--- src/rtl/avst_crdt_tx_ctrl.sv ---
// -----------------------------------------------------------------------------
// avst_crdt_tx_ctrl
// Credit issuer for the AVST credit-control channel. Sits in front of the local
// receive buffer, performs the INIT/INIT_ACK handshake with the peer (the credit
// consumer), advertises INIT_CREDITS after the handshake and then hands back
// every credit the local buffer frees as UPDATE/UPDATE_CNT pulses.
//
// Ports
//   i_clk          clock
//   i_reset        synchronous reset, active-high
//   i_reinit       one-cycle request to restart credit init (e.g. link retrain)
//   i_release      local buffer freed i_release_cnt credits this cycle
//   i_release_cnt  number of credits freed (0 with i_release=1 is a no-op)
//   o_init         credit init request to the peer
//   i_init_ack     peer acknowledges init
//   o_update       credit return strobe
//   o_update_cnt   credits returned with o_update (0 when o_update=0)
//   o_ready        credit channel up (running state)
//   o_err          one-cycle pulse: credit conservation violated
// -----------------------------------------------------------------------------
module avst_crdt_tx_ctrl #(
    parameter int UPDATE_CNT_WIDTH  = 8,
    parameter int RELEASE_CNT_WIDTH = 4,
    parameter int INIT_CREDITS      = 512
) (
    input  logic                         i_clk,
    input  logic                         i_reset,
    input  logic                         i_reinit,
    input  logic                         i_release,
    input  logic [RELEASE_CNT_WIDTH-1:0] i_release_cnt,
    output logic                         o_init,
    input  logic                         i_init_ack,
    output logic                         o_update,
    output logic [UPDATE_CNT_WIDTH-1:0]  o_update_cnt,
    output logic                         o_ready,
    output logic                         o_err
);

    localparam int PW      = $clog2(INIT_CREDITS + 1);
    localparam int MAX_UPD = (2 ** UPDATE_CNT_WIDTH) - 1;
    // Working width for the credit arithmetic: wide enough for the pending
    // count, the per-pulse maximum and a release, plus one carry bit so the
    // overflow comparison against INIT_CREDITS can never wrap.
    localparam int CW_A    = (PW > UPDATE_CNT_WIDTH) ? PW : UPDATE_CNT_WIDTH;
    localparam int CW      = ((CW_A > RELEASE_CNT_WIDTH) ? CW_A : RELEASE_CNT_WIDTH) + 1;

    typedef enum logic [1:0] {
        S_IDLE = 2'd0,
        S_INIT = 2'd1,
        S_RUN  = 2'd2
    } state_t;

    state_t                      r_state;
    state_t                      w_state_nxt;
    logic [PW-1:0]               r_pending;
    logic [PW-1:0]               w_pending_nxt;

    logic                        w_init_nxt;
    logic                        w_update_nxt;
    logic [UPDATE_CNT_WIDTH-1:0] w_update_cnt_nxt;
    logic                        w_ready_nxt;
    logic                        w_err_nxt;

    logic [CW-1:0]               w_pend_ext;
    logic [CW-1:0]               w_sent;
    logic [CW-1:0]               w_left;
    logic [CW-1:0]               w_rel;
    logic [CW-1:0]               w_sum;
    logic                        w_over;

    // Credit arithmetic: amount sent this cycle, remaining backlog and overflow test
    always_comb begin
        w_pend_ext = CW'(r_pending);
        if (w_pend_ext < CW'(MAX_UPD)) begin
            w_sent = w_pend_ext;
        end else begin
            w_sent = CW'(MAX_UPD);
        end
        w_left = w_pend_ext - w_sent;
        if (i_release) begin
            w_rel = CW'(i_release_cnt);
        end else begin
            w_rel = {CW{1'b0}};
        end
        w_sum  = w_left + w_rel;
        // More credits outstanding locally than the buffer holds: the release is bogus.
        w_over = (w_sum > CW'(INIT_CREDITS));
    end

    // State register
    always_ff @(posedge i_clk) begin
        if (i_reset) begin
            r_state <= S_IDLE;
        end else begin
            r_state <= w_state_nxt;
        end
    end

    // Next-state logic; a reinit request overrides everything, including INIT_ACK
    always_comb begin
        w_state_nxt = r_state;
        case (r_state)
            S_IDLE: begin
                w_state_nxt = S_INIT;
            end
            S_INIT: begin
                if (i_init_ack) begin
                    w_state_nxt = S_RUN;
                end else begin
                    w_state_nxt = S_INIT;
                end
            end
            S_RUN: begin
                w_state_nxt = S_RUN;
            end
            default: begin
                w_state_nxt = S_IDLE;
            end
        endcase
        if (i_reinit) begin
            w_state_nxt = S_IDLE;
        end else begin
            w_state_nxt = w_state_nxt;
        end
    end

    // Output/pending next values; everything here is registered on the next edge
    always_comb begin
        w_init_nxt       = 1'b0;
        w_update_nxt     = 1'b0;
        w_update_cnt_nxt = {UPDATE_CNT_WIDTH{1'b0}};
        w_ready_nxt      = 1'b0;
        w_err_nxt        = 1'b0;
        w_pending_nxt    = r_pending;
        if (i_reinit) begin
            // Credits in flight are discarded; the peer is re-initialised from scratch.
            w_pending_nxt = {PW{1'b0}};
        end else begin
            case (r_state)
                S_IDLE: begin
                    w_init_nxt    = 1'b1;
                    w_pending_nxt = {PW{1'b0}};
                end
                S_INIT: begin
                    if (i_init_ack) begin
                        // Whole buffer becomes the backlog; it drains from the next cycle.
                        w_ready_nxt   = 1'b1;
                        w_pending_nxt = PW'(INIT_CREDITS);
                    end else begin
                        // Releases are meaningless before the peer has been told anything.
                        w_init_nxt    = 1'b1;
                        w_pending_nxt = {PW{1'b0}};
                    end
                end
                S_RUN: begin
                    w_ready_nxt      = 1'b1;
                    w_update_nxt     = (w_sent != {CW{1'b0}});
                    w_update_cnt_nxt = UPDATE_CNT_WIDTH'(w_sent);
                    if (w_over) begin
                        w_err_nxt     = 1'b1;
                        w_pending_nxt = PW'(w_left);
                    end else begin
                        w_err_nxt     = 1'b0;
                        w_pending_nxt = PW'(w_sum);
                    end
                end
                default: begin
                    w_pending_nxt = {PW{1'b0}};
                end
            endcase
        end
    end

    // Registered outputs and pending credit counter
    always_ff @(posedge i_clk) begin
        if (i_reset) begin
            o_init       <= 1'b0;
            o_update     <= 1'b0;
            o_update_cnt <= {UPDATE_CNT_WIDTH{1'b0}};
            o_ready      <= 1'b0;
            o_err        <= 1'b0;
            r_pending    <= {PW{1'b0}};
        end else begin
            o_init       <= w_init_nxt;
            o_update     <= w_update_nxt;
            o_update_cnt <= w_update_cnt_nxt;
            o_ready      <= w_ready_nxt;
            o_err        <= w_err_nxt;
            r_pending    <= w_pending_nxt;
        end
    end

endmodule

--- config.mk ---
export PLATFORM = sky130hd
export DESIGN_NAME = avst_crdt_tx_ctrl
export DESIGN_NICKNAME = d
export VERILOG_FILES = /design/src/rtl/avst_crdt_tx_ctrl.sv
export SDC_FILE = /design/constraint.sdc
export NUM_CORES = 1
export LEC_CHECK = 0
export ABC_AREA = 1
export CAP_MARGIN = 30
export CORE_MARGIN = 5
export CORE_UTILIZATION = 55
export CTS_BUF_LIST = sky130_fd_sc_hd__clkbuf_8
export DETAILED_ROUTE_END_ITERATION = 10
export GPL_ROUTABILITY_DRIVEN = 0
export GPL_TIMING_DRIVEN = 0
export PLACE_DENSITY = 0.83
export SLEW_MARGIN = 20
export SYNTH_ARGS = -nofsm -noshare
export SYNTH_HDL_FRONTEND = slang
export SYNTH_SLANG_ARGS = --single-unit
--- constraint.sdc ---
create_clock -name i_clk -period 3.7 [get_ports i_clk]
set_input_delay 0.74 -clock i_clk [delete_from_list [all_inputs] [get_ports i_clk]]
set_output_delay 0.74 -clock i_clk [all_outputs]
set_load 0.02 [all_outputs]
## Yosys cells after proc, flatten, opt, wreduce, memory -nomap -nowiden

Index checks and enable logic that the tools add are counted.

- Add/subtract/negate cells: 2
- Magnitude comparators: 2
- Eq/ne operators: 2
- Muxes and demuxes: 12
- Bitwise logic cells: 1
- Reduce and logical (&&, ||, !) cells: 4

Operators by type and width:

| operator | number |
|---|---|
| $mux W10 | 3 |
| $pmux W10 S2 | 1 |
| $add A11 B11 Y11 | 1 |
| $gt A11 B10 Y1 const B | 1 |
| $reduce_bool A11 Y1 | 1 |
| $sub A10 B11 Y11 | 1 |
| $lt A10 B8 Y1 const B | 1 |
| $pmux W2 S3 | 1 |
| $mux W4 | 1 |
| $pmux W1 S2 | 2 |
| $mux W1 | 3 |
| $reduce_or A3 Y1 | 1 |
| $eq A2 B1 Y1 const B | 1 |
| $eq A2 B2 Y1 const B | 1 |
| $logic_not A2 Y1 | 1 |
| $mux W2 | 1 |
| $reduce_or A2 Y1 | 1 |
| $not A1 Y1 | 1 |

- Register bits: 24
- Bits of input ports: 9
- Output and inout bits: 12
- Logic and storage cells: 30

## Logic depth before layout (Yosys ltp)

Gate-level depths: netlist of the first run.

- Depth after elaboration: 7
- Mapped depth: 32
- Gate-level depth less buffers: 29

## Least setup slack after synthesis of the first run

OpenSTA, ideal clock, no wires.

- Kind: reg2reg
- Start point: register r_pending[0]
- End point: register r_pending[5]
- Library setup time: 115 ps
- Arrival: 3298 ps
- Required time: 3585 ps
- Slack: 288 ps
- Cell stages (with the launch flop): 29
- Buffers on the path: 3
- Clock period less this slack: 3412 ps
- Cell sequence: dfxtp_1 -> nand2_1 -> nor2_1 -> nand2_1 -> nand2_2 -> buf_6 -> clkbuf_1 -> inv_1 -> nor2_1 -> inv_1 -> ha_1 -> inv_1 -> xor2_1 -> inv_1 -> ha_1 -> nand2_1 -> nand2_1 -> a21oi_1 -> a21o_1 -> nand3_1 -> nor2_1 -> nand2_1 -> nor2_2 -> nand2_2 -> nand2_2 -> nand2_2 -> buf_6 -> o21ai_1 -> nor2_1

- Cells in the longest elaborated chain, start to end: 7

Ends and longest elaborated chain:

| what | RTL line | source |
|---|---|---|
| from (decl) | 55 | `logic [PW-1:0] r_pending;` |
| from (signal assigned) | 182 | `r_pending <= {PW{1'b0}};` |
| from (signal assigned) | 189 | `r_pending <= w_pending_nxt;` |
| $lt A10 B8 Y1 | 74 | `if (w_pend_ext < CW'(MAX_UPD)) begin` |
| $mux W10 | 74 |  |
| $sub A10 B11 Y11 (*) | 79 | `w_left = w_pend_ext - w_sent;` |
| $add A11 B11 Y11 | 85 | `w_sum = w_left + w_rel;` |
| $gt A11 B10 Y1 | 87 | `w_over = (w_sum > CW'(INIT_CREDITS));` |
| $mux W10 (*) | 159 | `if (w_over) begin` |
| $pmux W10 S2 (*) | 139 | `case (r_state)` |

Every way passes the cells marked *; elsewhere a longest branch is shown, timed or not.
A chain may end at the register's enable or synchronous reset.

## Worst setup path in the final report of the first run

- Start point: register r_pending[0]
- End point: register r_pending[8]

The elaborated chain is that of the path after synthesis.

==> results.toml, run 1 <==
[grt]
grt_start_max_net_pins = 20
grt.overflow.total = 0
grt_pass1_wl_um = 4940
antenna_found_initial = 0
grt_pass1_vias = 1232
grt_usage = 0.146

[placement]
dp_hpwl_um = 2320
port_buffers = 20
place_ws_ps = -297
place_area_um2 = 1800

[sta]
fin_tns_setup_ps = 0
timing.final.crit_period_ps = 3390
finalSetupViolations = 0
max_slew.worst_pin.slew_ps = 601
fin_skew_ps = 2.26
setup_ws_ps = 315
fmax_mhz = 295
slew_headroom = 0.598
final.period_utilization = 0.915
final_hold_viol_count = 0
finalMaxSlewViolations = 0

[cts]
hold_buffers = 0
clockBufferDepth = 2
cts_sinks = 24
cts.clk_slew.worst_paths_ps = 80
clkLatencyLatePin_ps = 250
cts_tree = "yes"
h-tree-depth = 1
cts_made_buffers = 3
cts_root_buf = "clkbuf_8"

[job]
cap_viol_max_count = 0

[synth]
synth_nets = 248
syn-cell-area_um2 = 1570
synth_cell_types = 30
synthArstFlopShare = 0
syn_area_per_cell_um2 = 6.84
yosysSeqAreaShare = 0.307
synth_edf_count = 0
synthCells = 229
yosysWarnings = 0
synth-main-ff-cell = "dfxtp_1"
yosys_register_bits = 24

[floorplan]
num_rows = 19
ios = 21
die_area_um2 = 4010
core_region_area_um2 = 2730
die_y_um = 63.3
start_util = 0.573
fp.dieW_um = 63.3

[setup_path]
cp_data_arrival_time_ps = 3580
cp_max_fo = 10
cp-end-kind = "register"
r2r_cells = 23
critPathKind = "register to register"
critPathLaunchType = "register"
crit_required_ps = 3900

[pwr]
pwr-share-comb = 0.109
vdd_drop_max_uv = 201
switchingPower_uw = 104
leakagePower_uw = 0.000932
power_frac_seq = 0.568
clkPwrFrac = 0.323
p_int_uw = 355
power_density_nw_per_um2 = 238
swShare = 0.226

[finish]
final_layout_size_suffix_gt1_frac = 0.177
n_antenna_cell = 0
fin_nets = 275
final_area_um2 = 1930
areaGrowthSynthToFinish_pct = 23.2

[detailed_routing]
drt-pass1-iter-count = 4
dr_total_vias = 1453
avgViaCountPerCell = 5.10
wl_um = 3130
wl_per_cell_um = 11.0
drtAntennaViolNets = 0
drc = 0
drt_iter0_drc = 34

[min_path]
holdPathStages = 2
worstHoldPathType = "register to register"

[status]
status = "complete, no violations"
-- power by group through the flow --
stage	registers, uW	logic, uW	clock network [uW]
6_report	261	50.2	148
5_1_grt	261	55.8	165
4_1_cts	261	46.5	149
3_5_place_dp	267	45.5	0
3_3_place_gp	267	44.7	0
2_1_floorplan	268	29.3	0
-- worst max-delay path, stage by stage, from the launching register on --
cell	delay, ps
dfxtp_2	360
nand2_1	70
nor2_1	110
nand2_1	70
nand2_2	80
buf_12	120
inv_1	50
nor2_2	110
inv_1	70
ha_2	300
fa_1	530
or2_2	320
nor3_2	180
nand3_1	100
nor2_1	110
nand2_1	70
nor2_2	90
nand2_2	90
nand2_2	70
nand2_2	70
buf_6	140
nand2_1	50
nand2_1	60
a21oi_2	110
-- flip-flops by register name (all words and copies together), names as in the netlist --
register	count
r_state	2
o_err	1
o_ready	1
o_update_cnt	8
r_pending	10
o_init	1
o_update	1
-- cell families (layout without fill, tap and decap cells) --
logic type | count (synthesis) | in the layout | synth area share
AO/OA/AOI/OAI | 31 | 31 | 0.118
XOR/XNOR | 5 | 5 | 0.0280
adder cells (fa/ha/maj) | 10 | 10 | 0.0847
buffers and inverters | 47 | 72 | 0.122
flip-flops | 24 | 24 | 0.307
AND/OR/NAND/NOR | 112 | 112 | 0.341
-- area by class of cell --
type | count | area [um^2]
Multi-Input combinational cell | 158 | 945
Fill cell | 244 | 806
Sequential cell | 24 | 484
Timing Repair Buffer | 23 | 223
Inverter | 44 | 165
Clock buffer | 3 | 41.3
Tap cell | 31 | 38.8
Buffer | 2 | 31.3
-- what timing repair did --
action                     4_1_cts  5_1_grt
cloned                           0        0
setup buffers                    0        3
setup endpoints to repair       11       11
pin swaps                        0        1
gates resized for setup          1       14
-- cells in the final DEF (no fill, tap or decap), types with 2 or more instances in the layout --
cell,synthesis,final
nand2_1,45,45
inv_1,40,40
nor2_1,25,23
dfxtp_1,24,21
clkdlybuf4s50_1,0,20
nand2_2,12,12
nand3_1,12,12
o21ai_0,9,9
o21ai_1,9,8
ha_1,9,7
a21oi_1,8,6
nor2_2,2,4
xor2_1,4,4
nand4_1,4,4
nand3_2,3,3
nor3_1,4,3
clkbuf_8,0,3
dfxtp_2,0,3
buf_4,0,3
clkinv_1,2,2
nand2_4,2,2
inv_2,2,2
a21oi_2,1,2
-- metal layers --
metal	up-vias	track usage	part of all wire
li1	765	-	-
met1	654	0.184	0.47
met2	28	0.250	0.48
met3	6	0.0160	0.033
met4	0	0.0571	0.019
met5	-	0	0
-- synthesized netlist by cell type (3+ instances only) --
library cell  number  area share
nand2_2           12       0.048
ha_1               9       0.072
o21ai_0            9       0.029
o21ai_1            9       0.029
nand4_1            4       0.016
xor2_1             4       0.022
nand3_2            3       0.019
inv_1             40       0.096
nand2_1           45        0.11
dfxtp_1           24        0.31
nor2_1            25       0.060
nor3_1             4       0.013
nand3_1           12       0.038
a21oi_1            8       0.026
-- per-stage QoR --
stage | total power [uW] | util | hold slack [ps] | cells
floorplan | 297 | - | 469 | 229
global placement | 312 | 0.660 | 488 | 280
detailed placement | 312 | 0.660 | 485 | 280
CTS | 456 | 0.676 | 502 | 282
global route | 482 | 0.705 | 535 | 285
finish | 459 | 0.705 | 495 | 285
-- final timing paths --
path	endpoint	slack, ps	from
setup / recovery	r_pending[8]	310	r_pending[0]
setup reg to reg	r_pending[8]	310	r_pending[0]
hold / removal	o_update_cnt[1]	500	r_pending[1]
hold reg to reg	o_update_cnt[1]	500	r_pending[1]
Power figures use the tool's default switching activity.
==> inputs of run 2 (changes only) <==
- CORE_UTILIZATION: 55 -> 57
- PLACE_DENSITY: 0.83 -> 0.85
==> run 2 against run 1 <==
Worst setup slack better by 14 ps. Sequential power about the same. Non-clock buffer count up 1. Critical path depth up 5. Cell area up 0.52%. Worst hold slack worse by 1.8 ps. Via count up 0.89%. Clock power up 19%. Total power up 6.0%. Flip-flop and latch count unchanged. Maximum frequency up 0.43%. Critical path type unchanged.
==> results.toml, run 2 (synthesis gave the netlist of run 1 again) <==
[status]
status = "complete, no violations"

[detailed_routing]
wl_um = 3080
drt-pass1-iter-count = 4
drc = 0
drtAntennaViolNets = 0
drt_iter0_drc = 21
wl_per_cell_um = 10.7
avgViaCountPerCell = 5.11
dr_total_vias = 1466

[placement]
placedCellCount = 280
dp_hpwl_um = 2340
port_buffers = 20

[setup_path]
critPathLaunchType = "register"
r2r-start = "r_pending[8]"
cp_num_buf_inv = 9
cp_common_cell = "inv_1"
cp_max_fo = 11
critPathMaxStageDelay_ps = 360
crit_family = "simple AND/OR/NAND/NOR gates"
cp_data_arrival_time_ps = 3530
worst-r2r-setup-slack_ps = 330
crit_cells = 28
reg2reg_to = "r_pending[5]"
cp-end-kind = "register"
crit_path_top_delay_cell = "dfxtp_1"
r2r_cells = 28
critPathKind = "register to register"
crit_required_ps = 3860

[finish]
fin_cells = 287
areaGrowthSynthToFinish_pct = 23.8
final_cell_mix = "nand2_1, inv_1, nor2_1, clkdlybuf4s50_1, dfxtp_1"
final_common_cell = "nand2_1"
n_antenna_cell = 0
largest_reg_flops = 10
fin_nets = 276
final_layout_size_suffix_gt1_frac = 0.180
top_regs = "r_pending (10), o_update_cnt (8), r_state (2)"
largest_register = "r_pending"

[cts]
clkLatencyLatePin_ps = 260
h-tree-depth = 1
clockBufferDepth = 2
cts.clk_slew.worst_paths_ps = 90
hold_buffers = 0
cts_tree = "yes"
cts_sinks = 24
cts_root_buf = "clkbuf_8"
cts_made_buffers = 3

[pwr]
leakagePower_uw = 0.000951
power_density_nw_per_um2 = 251
vdd_drop_max_uv = 216

[min_path]
hold_start = "r_pending[3]"
min_to = "o_update_cnt[3]"
worstHoldPathType = "register to register"
holdPathStages = 2

[sta]
timing.final.crit_period_ps = 3370
max_slew.worst_pin.slew_ps = 565
slew_headroom = 0.622
finalMaxSlewViolations = 0
fin_tns_setup_ps = 0
final_hold_viol_count = 0
finalSetupViolations = 0
fmax_mhz = 297
fin_skew_ps = 5.46
final.period_utilization = 0.911

[floorplan]
die_area_um2 = 3890
num_rows = 19
die_y_um = 62.4
ios = 21
fp.dieW_um = 62.4
core_region_area_um2 = 2690
start_util = 0.583

[grt]
grt_pass1_vias = 1295
grt_start_max_net_pins = 20
grt_pass1_wl_um = 5060
antenna_found_initial = 0
grt.overflow.total = 0
grt_usage = 0.150

[job]
cap_viol_max_count = 0
-- run 2: metal layers --
layer / share of wire / vias up / track usage
met1: 0.46 / 661 / 0.190
met3: 0.041 / 4 / 0.0162
met4: 0.012 / 0 / 0.0531
met2: 0.48 / 31 / 0.262
met5: 0 / - / 0
li1: - / 770 / -
-- run 2: worst register-to-register path: cells and delay by family, from the launching register on --
| kind | cells | cell delay [ps] |
|---|---|---|
| flip-flops | 1 | 360 |
| buffers and inverters | 9 | 820 |
| adder cells (fa/ha/maj) | 2 | 460 |
| AO/OA/AOI/OAI | 1 | 120 |
| AND/OR/NAND/NOR | 14 | 1180 |
| XOR/XNOR | 2 | 320 |
-- run 2: layout make-up --
class / count / area [um^2]
multi-input cells: 158 / 932
fillers: 218 / 748
repair buffers: 24 / 230
plain buffers: 2 / 31.3
flip-flops and latches: 24 / 485
clock buffers: 4 / 55.1
well taps: 31 / 38.8
inverters: 44 / 165
-- run 2: worst max path at each step --
stage	startpoint	endpoint	slack, ps
final	r_pending[8]	r_pending[5]	330
after global routing	r_pending[4]	r_pending[7]	-20
after CTS	r_pending[0]	r_pending[7]	20
after detailed placement	r_pending[0]	r_pending[7]	-240
after global placement	r_pending[0]	r_pending[7]	-200
after floorplan	r_pending[0]	r_pending[5]	290
-- run 2: what timing repair did --
action | in CTS | in global routing
buffers inserted | 0 | 4
pin swaps | 0 | 0
endpoints found under the setup margin | 11 | 11
resized for setup | 0 | 13
-- run 2: per-stage QoR --
stage	total power, uW	area (um^2)	hold slack [ps]	util	worst slack [ps]
after CTS	482	1860	520	0.691	23.6
final	487	1940	493	0.721	329
after floorplan	297	1570	469	-	288
after detailed placement	313	1800	502	0.672	-239
after global placement	312	1800	492	0.672	-198
after global routing	501	1940	518	0.721	-18.7
-- run 2: where the power goes --
part	switching (uW)	total, uW	internal [uW]
clock	81.5	176	94.8
combinational	26.4	49.5	23.1
sequential	1.07	261	260
==> inputs of run 3 (changes only) <==
- CORE_MARGIN: 5 -> 3
==> run 3 against run 2 <==
Critical endpoint is now r_pending[2]. Register-to-register slack worse by 110 ps. Die area is 12% lower. Total power is 1.7% higher. Sequential share of layout area is 0.97 points lower. Critical path depth is 2 higher. Global-route usage is 5.0 points higher. First-iteration DRC count is 76% higher. Wire length is 17% higher. Largest cell class unchanged. Flip-flop and latch count stayed put. Clock power is 2% higher. Worst setup slack worse by 110 ps. Maximum frequency is 3.2% lower.
==> results.toml, run 3 (synthesis gave the netlist of run 1 again) <==
[detailed_routing]
dr_total_vias = 1520
wl_per_cell_um = 12.4
drc = 0
drt_iter0_drc = 37
avgViaCountPerCell = 5.22
drt-pass1-iter-count = 4
wl_um = 3620
drtAntennaViolNets = 0

[status]
status = "complete, no violations"

[sta]
slew_headroom = 0.600
fmax_mhz = 287
max_slew.worst_pin.slew_ps = 598
hold_ws_ps = 500
fin_tns_setup_ps = 0
final.period_utilization = 0.941
finalSetupViolations = 0
timing.final.crit_period_ps = 3480
final_hold_viol_count = 0
fin_skew_ps = 3.30
setup_ws_ps = 217
finalMaxSlewViolations = 0

[cts]
h-tree-depth = 1
cts_made_buffers = 3
cts.clk_slew.worst_paths_ps = 90
cts_sinks = 24
cts_tree = "yes"
cts_root_buf = "clkbuf_8"
clockBufferDepth = 2
clkLatencyLatePin_ps = 260

[setup_path]
crit_path_top_delay_cell = "dfxtp_2"
critPathLaunchType = "register"
cp_max_fo = 10
critPathMaxStageDelay_ps = 370
critPathKind = "register to register"
cp_data_arrival_time_ps = 3640
crit_required_ps = 3860
cp-end-kind = "register"

[finish]
top_regs = "r_pending (10), o_update_cnt (8), r_state (2)"
final_common_cell = "nand2_1"
final_layout_size_suffix_gt1_frac = 0.226
seqCellArea_um2 = 489
largest_reg_flops = 10
multiInputGateArea_um2 = 968
final.fill_count = 182
final_cell_mix = "nand2_1, inv_1, nor2_1, clkdlybuf4s50_1, dfxtp_1"
areaGrowthSynthToFinish_pct = 29.8
largest_register = "r_pending"
fin_nets = 281
fin_cells = 291
n_antenna_cell = 0

[placement]
placedCellCount = 279
dp_hpwl_um = 2490
port_buffers = 20
place_ws_ps = -330

[pwr]
leakagePower_uw = 0.000991
power_density_nw_per_um2 = 244
vdd_drop_max_uv = 282

[grt]
grt_usage = 0.201
grt.overflow.total = 0
antenna_found_initial = 0
grt_pass1_vias = 1251
grt_start_max_net_pins = 20
grt_pass1_wl_um = 5380

[floorplan]
start_util = 0.615
die_area_um2 = 3410
fp.dieW_um = 58.4
core_region_area_um2 = 2540
die_y_um = 58.4
ios = 21
num_rows = 18

[min_path]
worstHoldPathType = "register to register"

[job]
cap_viol_max_count = 0
[run 3: cell count changes in the layout (fill, tap and decap cells not counted), sizes merged]
cell,change
buf,+4
clkbuf,+1
[run 3: cell type report]
cell class              instances  share of cell area
plain buffers                   2              0.0154
clock buffers                   4              0.0271
inverters                      44              0.0813
multi-input cells             158               0.477
flip-flops and latches         24               0.241
well taps                      30              0.0185
repair buffers                 29               0.140
[run 3: routing by layer]
layer	vias up	global-route usage	routed length, um
met5	-	0	0
met4	0	0.0728	60
met3	8	0.0197	157
met2	38	0.333	1820
met1	695	0.269	1580
li1	779	-	-
[run 3: final timing paths]
| kind | from | slack [ps] | end | depth (start not counted) |
|---|---|---|---|---|
| hold reg to reg | r_pending[6] | 500 | o_update_cnt[6] | 2 |
| setup / recovery | r_pending[4] | 220 | r_pending[2] | 30 |
| setup reg to reg | r_pending[4] | 220 | r_pending[2] | 30 |
| hold / removal | r_pending[6] | 500 | o_update_cnt[6] | 2 |
[run 3: power breakdown]
part           total (uW)  switching (uW)  internal, uW
Clock                 180            84.7          95.0
Sequential            261            1.17           260
Combinational        54.5            28.9          25.6
Total                 495             115           380
[run 3: critical path, delay by kind of cell (launching register included)]
family,cells,cell delay (ps)
adders and majority gates,2,420
and+or+nand+nor,17,1490
buffers and inverters,8,670
DFF,1,370
AOI/OAI and AO/OA,2,280
xor gates and xnor gates,1,150
[run 3: timing repair]
| action | CTS | global route |
|---|---|---|
| gates resized for setup | 1 | 22 |
| setup buffers | 0 | 8 |
| pin swaps | 0 | 9 |
| cloned | 0 | 1 |
| endpoints found under the hold margin | 0 | 0 |
| hold buffers | 0 | 0 |
| setup endpoints to repair | 11 | 11 |
[run 3: stage by stage]
stage               power, uW  utilization  area, um^2
finish                    495        0.798        2030
global route              510        0.798        2030
CTS                       486        0.732        1860
detailed placement        313        0.708        1800
global placement          312        0.708        1800
floorplan                 297            -        1570
==> edit 1 (config.mk and constraints of run 1) <==
`INIT_CREDITS`: 512 -> 128.
--- a/src/rtl/avst_crdt_tx_ctrl.sv
+++ b/src/rtl/avst_crdt_tx_ctrl.sv
@@ -21,7 +21,7 @@
 module avst_crdt_tx_ctrl #(
     parameter int UPDATE_CNT_WIDTH  = 8,
     parameter int RELEASE_CNT_WIDTH = 4,
-    parameter int INIT_CREDITS      = 512
+    parameter int INIT_CREDITS      = 128
 ) (
     input  logic                         i_clk,
     input  logic                         i_reset,
Check against the original RTL: not equivalent (Yosys sat finds a counterexample within 4 cycles, from zero or initial values).
==> edit 1 against run 1 <==
  * Core utilization rose by 7.6 points
  * Sequential cell count is 2 lower
  * Wire length down 52%
  * Non-clock buffer count decreased by 4
  * Sequential share of layout area rose by 11 points
  * Critical path depth is 22 lower
  * Combinational power down 5.8%
  * Total power decreased by 1.2%
  * Register-to-register slack gained 2.2 ns
  * Design area decreased by 38%
  * Worst setup slack gained 1.5 ns
  * Synthesized area decreased by 41%
  * Highest routed layer unchanged
==> edit 1: results (changes against run 1) <==
Timing
  • Fmax: 523 MHz (+77%)
  • Clock Skews: 0.00413 ns (+0.00187 ns)

Power
  • Leakage: 0.000555 uW (-40%)
  • Worst vdd ir: 0.256 mV (+27%)

Setup path
  • Worst r2r src: r_state[0]
  • Critical Path Max Stage Delay: 0.60 ns (+0.07 ns)
  • Slowest-stage cell, CP: clkdlybuf4s50_1
  • Worst setup path startpoint: o_init
  • Reg2Reg Setup Slack: 2.52 ns (+2.21 ns)
  • Reg2Reg Depth: 6 (-74%)
  • CP delay by family, top: buffers and inverters
  • CP max FO: 1 (-9)

Drt
  • Drt total wl: 1.49 mm (-52%)
  • Routed wire per std cell: 9.80 um (-11%)
  • Via-per-instance ratio: 4.64 (-8.9%)
  • Initial DRC Count: 10 (-71%)

Global routing
  • Vias in the first global route: 707 (-43%)
  • First-pass GRT wire length: 2.74 mm (-45%)
  • Largest net degree at the start of global routing: 13 (-35%)

Synth
  • Post-synth top cells: inv_1, dfxtp_1, nor2_1
  • Ranking of synthesized cells by area: dfxtp_1, ha_1, inv_1
  • Syn Inst Count: 109 (-52%)
  • Synth Area in Compound Gates: 3.27% (-8.5 points)
  • Synth cell types: 18 (-40%)
  • Adder-Cell Fraction of Synth Area: 14.5% (+6.0 points)

Finish
  • Largest regs: o_update_cnt: 8 flops, r_pending: 8 flops, r_state: 2 flops
  • Fin nets: 156 (-43%)
  • Share of layout cells above drive strength 1: 6.62% (-11 points)
  • FILL cells: 113 (-54%)

Run status
  • Outcome: finished clean

Place
  • Post-detail-place hpwl: 1.21 mm (-48%)
  • Place WS: 1.54 ns (+1.84 ns)
edit 1: changes by cell type after synthesis, sizes merged, moves of 3 or more:
cell,before,now
inv,42,23
nand3,15,2
xor2,4,1
o21ai,19,2
nor2,28,22
nand2,59,16
a21oi,9,4
edit 1: per-layer routing:
| layer | wire length (um) | up-vias | track usage, % |
|---|---|---|---|
| met2 | 747 | 19 | 25.2 |
| met4 | 72 | 0 | 14.0 |
| met5 | 0 | - | 0 |
| met1 | 581 | 314 | 13.7 |
| li1 | - | 369 | - |
| met3 | 88 | 4 | 2.62 |
edit 1: through the flow:
| step | instance area (um2) | util [%] |
|---|---|---|
| 2_1_floorplan | 928 | - |
| 3_3_place_gp | 1150 | 74.5 |
| 3_5_place_dp | 1150 | 74.5 |
| 4_1_cts | 1200 | 78.1 |
| 5_1_grt | 1200 | 78.1 |
| 6_report | 1200 | 78.1 |
edit 1: cell type report:
class	count	area [um2]	share of cell area, %
Sequential cell	22	440	36.6
Multi-Input combinational cell	66	390	32.4
Timing Repair Buffer	20	200	16.6
Tap cell	16	20.0	1.66
Buffer	1	11.3	0.936
Inverter	23	86.3	7.17
Clock buffer	4	55.1	4.57
edit 1: worst min path at each step:
stage / start / to / slack, ns / cells after the start
floorplan: r_pending[1] / o_update_cnt[1] / 0.41 / 2
global placement: r_pending[0] / o_update_cnt[0] / 0.42 / 2
detailed placement: r_pending[6] / o_update_cnt[6] / 0.43 / 2
CTS: r_pending[6] / o_update_cnt[6] / 0.44 / 2
global route: r_pending[3] / o_update_cnt[3] / 0.47 / 2
finish: r_pending[6] / o_update_cnt[6] / 0.44 / 2
edit 1: where the power goes:
group          leakage (uW)  total (uW)  internal [uW]  switching (uW)
clock             0.0000288         166           94.7            71.0
sequential         0.000178         240            239            1.13
combinational      0.000348        47.3           22.3            25.0
total              0.000555         453            356            97.2
==> edit 2 (settings of run 1) <==
Made on the original files. Make the reset (`i_reset`) asynchronous in 2 clocked blocks. Comments in the files are not updated.
--- a/src/rtl/avst_crdt_tx_ctrl.sv
+++ b/src/rtl/avst_crdt_tx_ctrl.sv
@@ -88,7 +88,7 @@
     end
 
     // State register
-    always_ff @(posedge i_clk) begin
+    always_ff @(posedge i_clk or posedge i_reset) begin
         if (i_reset) begin
             r_state <= S_IDLE;
         end else begin
@@ -172,7 +172,7 @@
     end
 
     // Registered outputs and pending credit counter
-    always_ff @(posedge i_clk) begin
+    always_ff @(posedge i_clk or posedge i_reset) begin
         if (i_reset) begin
             o_init       <= 1'b0;
             o_update     <= 1'b0;
Formal check against the unedited RTL: differs if i_reset is asserted again (counterexample within 4 cycles, from zero or initial values and one cycle with i_reset high); with i_reset held inactive, the same outputs for 10 cycles.
==> edit 2 against run 1 <==
  * Die area is 7.7% higher
  * Hold slack better by 0.053 ns
  * Wire length is 19% higher
  * First-iteration DRC count is 150% higher
  * Critical path type unchanged
  * Worst setup slack worse by 0.011 ns
  * Sequential cell count stayed put
  * Design area is 14% higher
  * Synthesized area is 9.1% higher
  * Count of clock-buffer cells in the layout stayed put
Power is not compared: it rests on default switching activity, and its combinational part moved more than twofold at a synthesized area within 25%.
==> edit 2: results (changes against run 1) <==
Global routing
  • First-pass GRT wire length: 5.66 mm (+15%)
  • Largest net degree at the start of global routing: 25 (+25%)
  • Tot GR Track Use: 16.6% (+2.0 points)
  • Initial antenna violation count: 0 (unchanged)
  • Vias in the first global route: 1339 (+8.7%)

Drt
  • Drt total wl: 3.71 mm (+19%)
  • Vias: 1556 (+7.1%)
  • TritonRoute pass-1 iters: 4 (unchanged)
  • Via-per-instance ratio: 4.88 (-4.3%)
  • Initial DRC Count: 84 (+150%)

Finish
  • Fin nets: 295 (+7.3%)
  • Largest register by flop count: r_pending
  • Ant diodes: 0 (unchanged)
  • FILL cells: 223 (-8.6%)
  • Largest regs: r_pending: 10 flops, o_update_cnt: 8 flops, r_state: 2 flops
  • Share of layout cells above drive strength 1: 20.4% (+2.6 points)
  • Post-layout util: 72.6% (+2.0 points)

Clock tree
  • Root Driver: clkbuf_8
  • Clock tree buffer depth: 2 (unchanged)
  • H-tree depth: 1 (unchanged)
  • Inserted Clock Buffers: 3 (unchanged)
  • CTS clk-pin slew, worst paths: ~0.09 ns
  • Clk_lat worst skew: 0.27 ns (+0.02 ns)

Place
  • I/O Buffers: 20 (unchanged)
  • Place WS: -0.0880 ns (+0.209 ns)
  • Placed cell areas: 1960 um2 (+8.8%)
  • Post-detail-place hpwl: 2.60 mm (+12%)
  • Post-Place Cells: 301 (+7.5%)

Setup path
  • CP delay by family, top: simple AND/OR/NAND/NOR gates
  • Slowest-stage cell, CP: dfrtp_1
  • CP max FO: 13 (+3)
  • Crit path DAT: 3.56 ns (-0.02 ns)
  • Critical Path Max Stage Delay: 0.40 ns (-0.13 ns)

Timing
  • Slew of the pin with the lowest slew margin: 0.638 ns (+0.0371 ns)
  • Clock Skews: 0.00622 ns (+0.00396 ns)
  • Hold Violations, Final: 0 (unchanged)

Synth
  • Mean Syn Cell Area: 7.21 um2 (+5.4%)
  • Syn nets: 256 (+3.2%)
  • Yosys warns: 0 (unchanged)
  • Async S/R FF share, synth: 100% (+100 points)
  • Synth cell types: 28 (-6.7%)
  • Sequential cell area fraction in the yosys report: 35.2% (+4.5 points)
  • Post-synth top cells: inv_1, nand2_1, nor2_1
  • Ranking of synthesized cells by area: dfrtp_1, inv_1, nand2_1

Power
  • Worst vdd ir: 0.167 mV
  • Switch share: 30.3%
  • Clk. pwr: 229 uW
  • Comb. pwr: a little over 200 uW
  • Leakage: 0.00124 uW
  • Overall power: 706 uW

Run status
  • Outcome: finished clean

Min path
  • Worst hold path type: reg -> reg
## edit 2: cell count changes in the layout (fill, tap and decap cells not counted), sizes merged, moves of 2 or more
cell / delta
nor2: +4
o21ai: +3
dfxtp: -24
nand4: -2
inv: +10
o31ai: -2
nand2: +2
dfrtp: +24
a21oi: -4
buf: +10
xor2: -2
nand3: +3
## edit 2: logic make-up after synthesis
logic type / Yosys count / share of synthesized area, %
xor+xnor: 3 / 1.54
flops: 24 / 35.2
simple gates: 116 / 33.5
fa+ha+maj: 10 / 7.77
buf+inv: 55 / 12.5
compound gates: 29 / 9.60
## edit 2: repair_timing
action / in CTS / in global routing
setup endpoints to repair: 10 / 11
gates resized for setup: 0 / 13
buffers inserted: 0 / 14
cloned: 0 / 1
pin swaps: 0 / 4
## edit 2: worst paths after layout
check	start	end	slack, ns	cells after the start
setup / recovery	r_pending[0]	r_pending[2]	0.30	22
hold / removal	r_pending[3]	o_update_cnt[3]	0.55	2
setup reg to reg	r_pending[0]	r_pending[2]	0.30	22
hold reg to reg	r_pending[3]	o_update_cnt[3]	0.55	2
max in group asynchronous	i_reset	r_pending[7]	2.53	3
min in group asynchronous	i_reset	r_pending[9]	0.73	2
## edit 2: area by class of cell
| type | instances | area (um2) | share of cell area, % |
|---|---|---|---|
| inverter | 53 | 204 | 9.28 |
| multi-input combinational | 159 | 950 | 43.2 |
| clock buffer | 3 | 41.3 | 1.88 |
| tap | 44 | 55.1 | 2.51 |
| timing repair buffer | 35 | 317 | 14.4 |
| clock inverter | 1 | 30.0 | 1.37 |
| sequential | 24 | 601 | 27.3 |
## edit 2: layer usage
metal	GRT usage (%)	vias up	part of all wire (%)
met2	29.4	45	49
li1	-	802	-
met4	6.22	0	3.4
met3	1.37	13	4.5
met1	20.8	696	43
met5	0	-	0
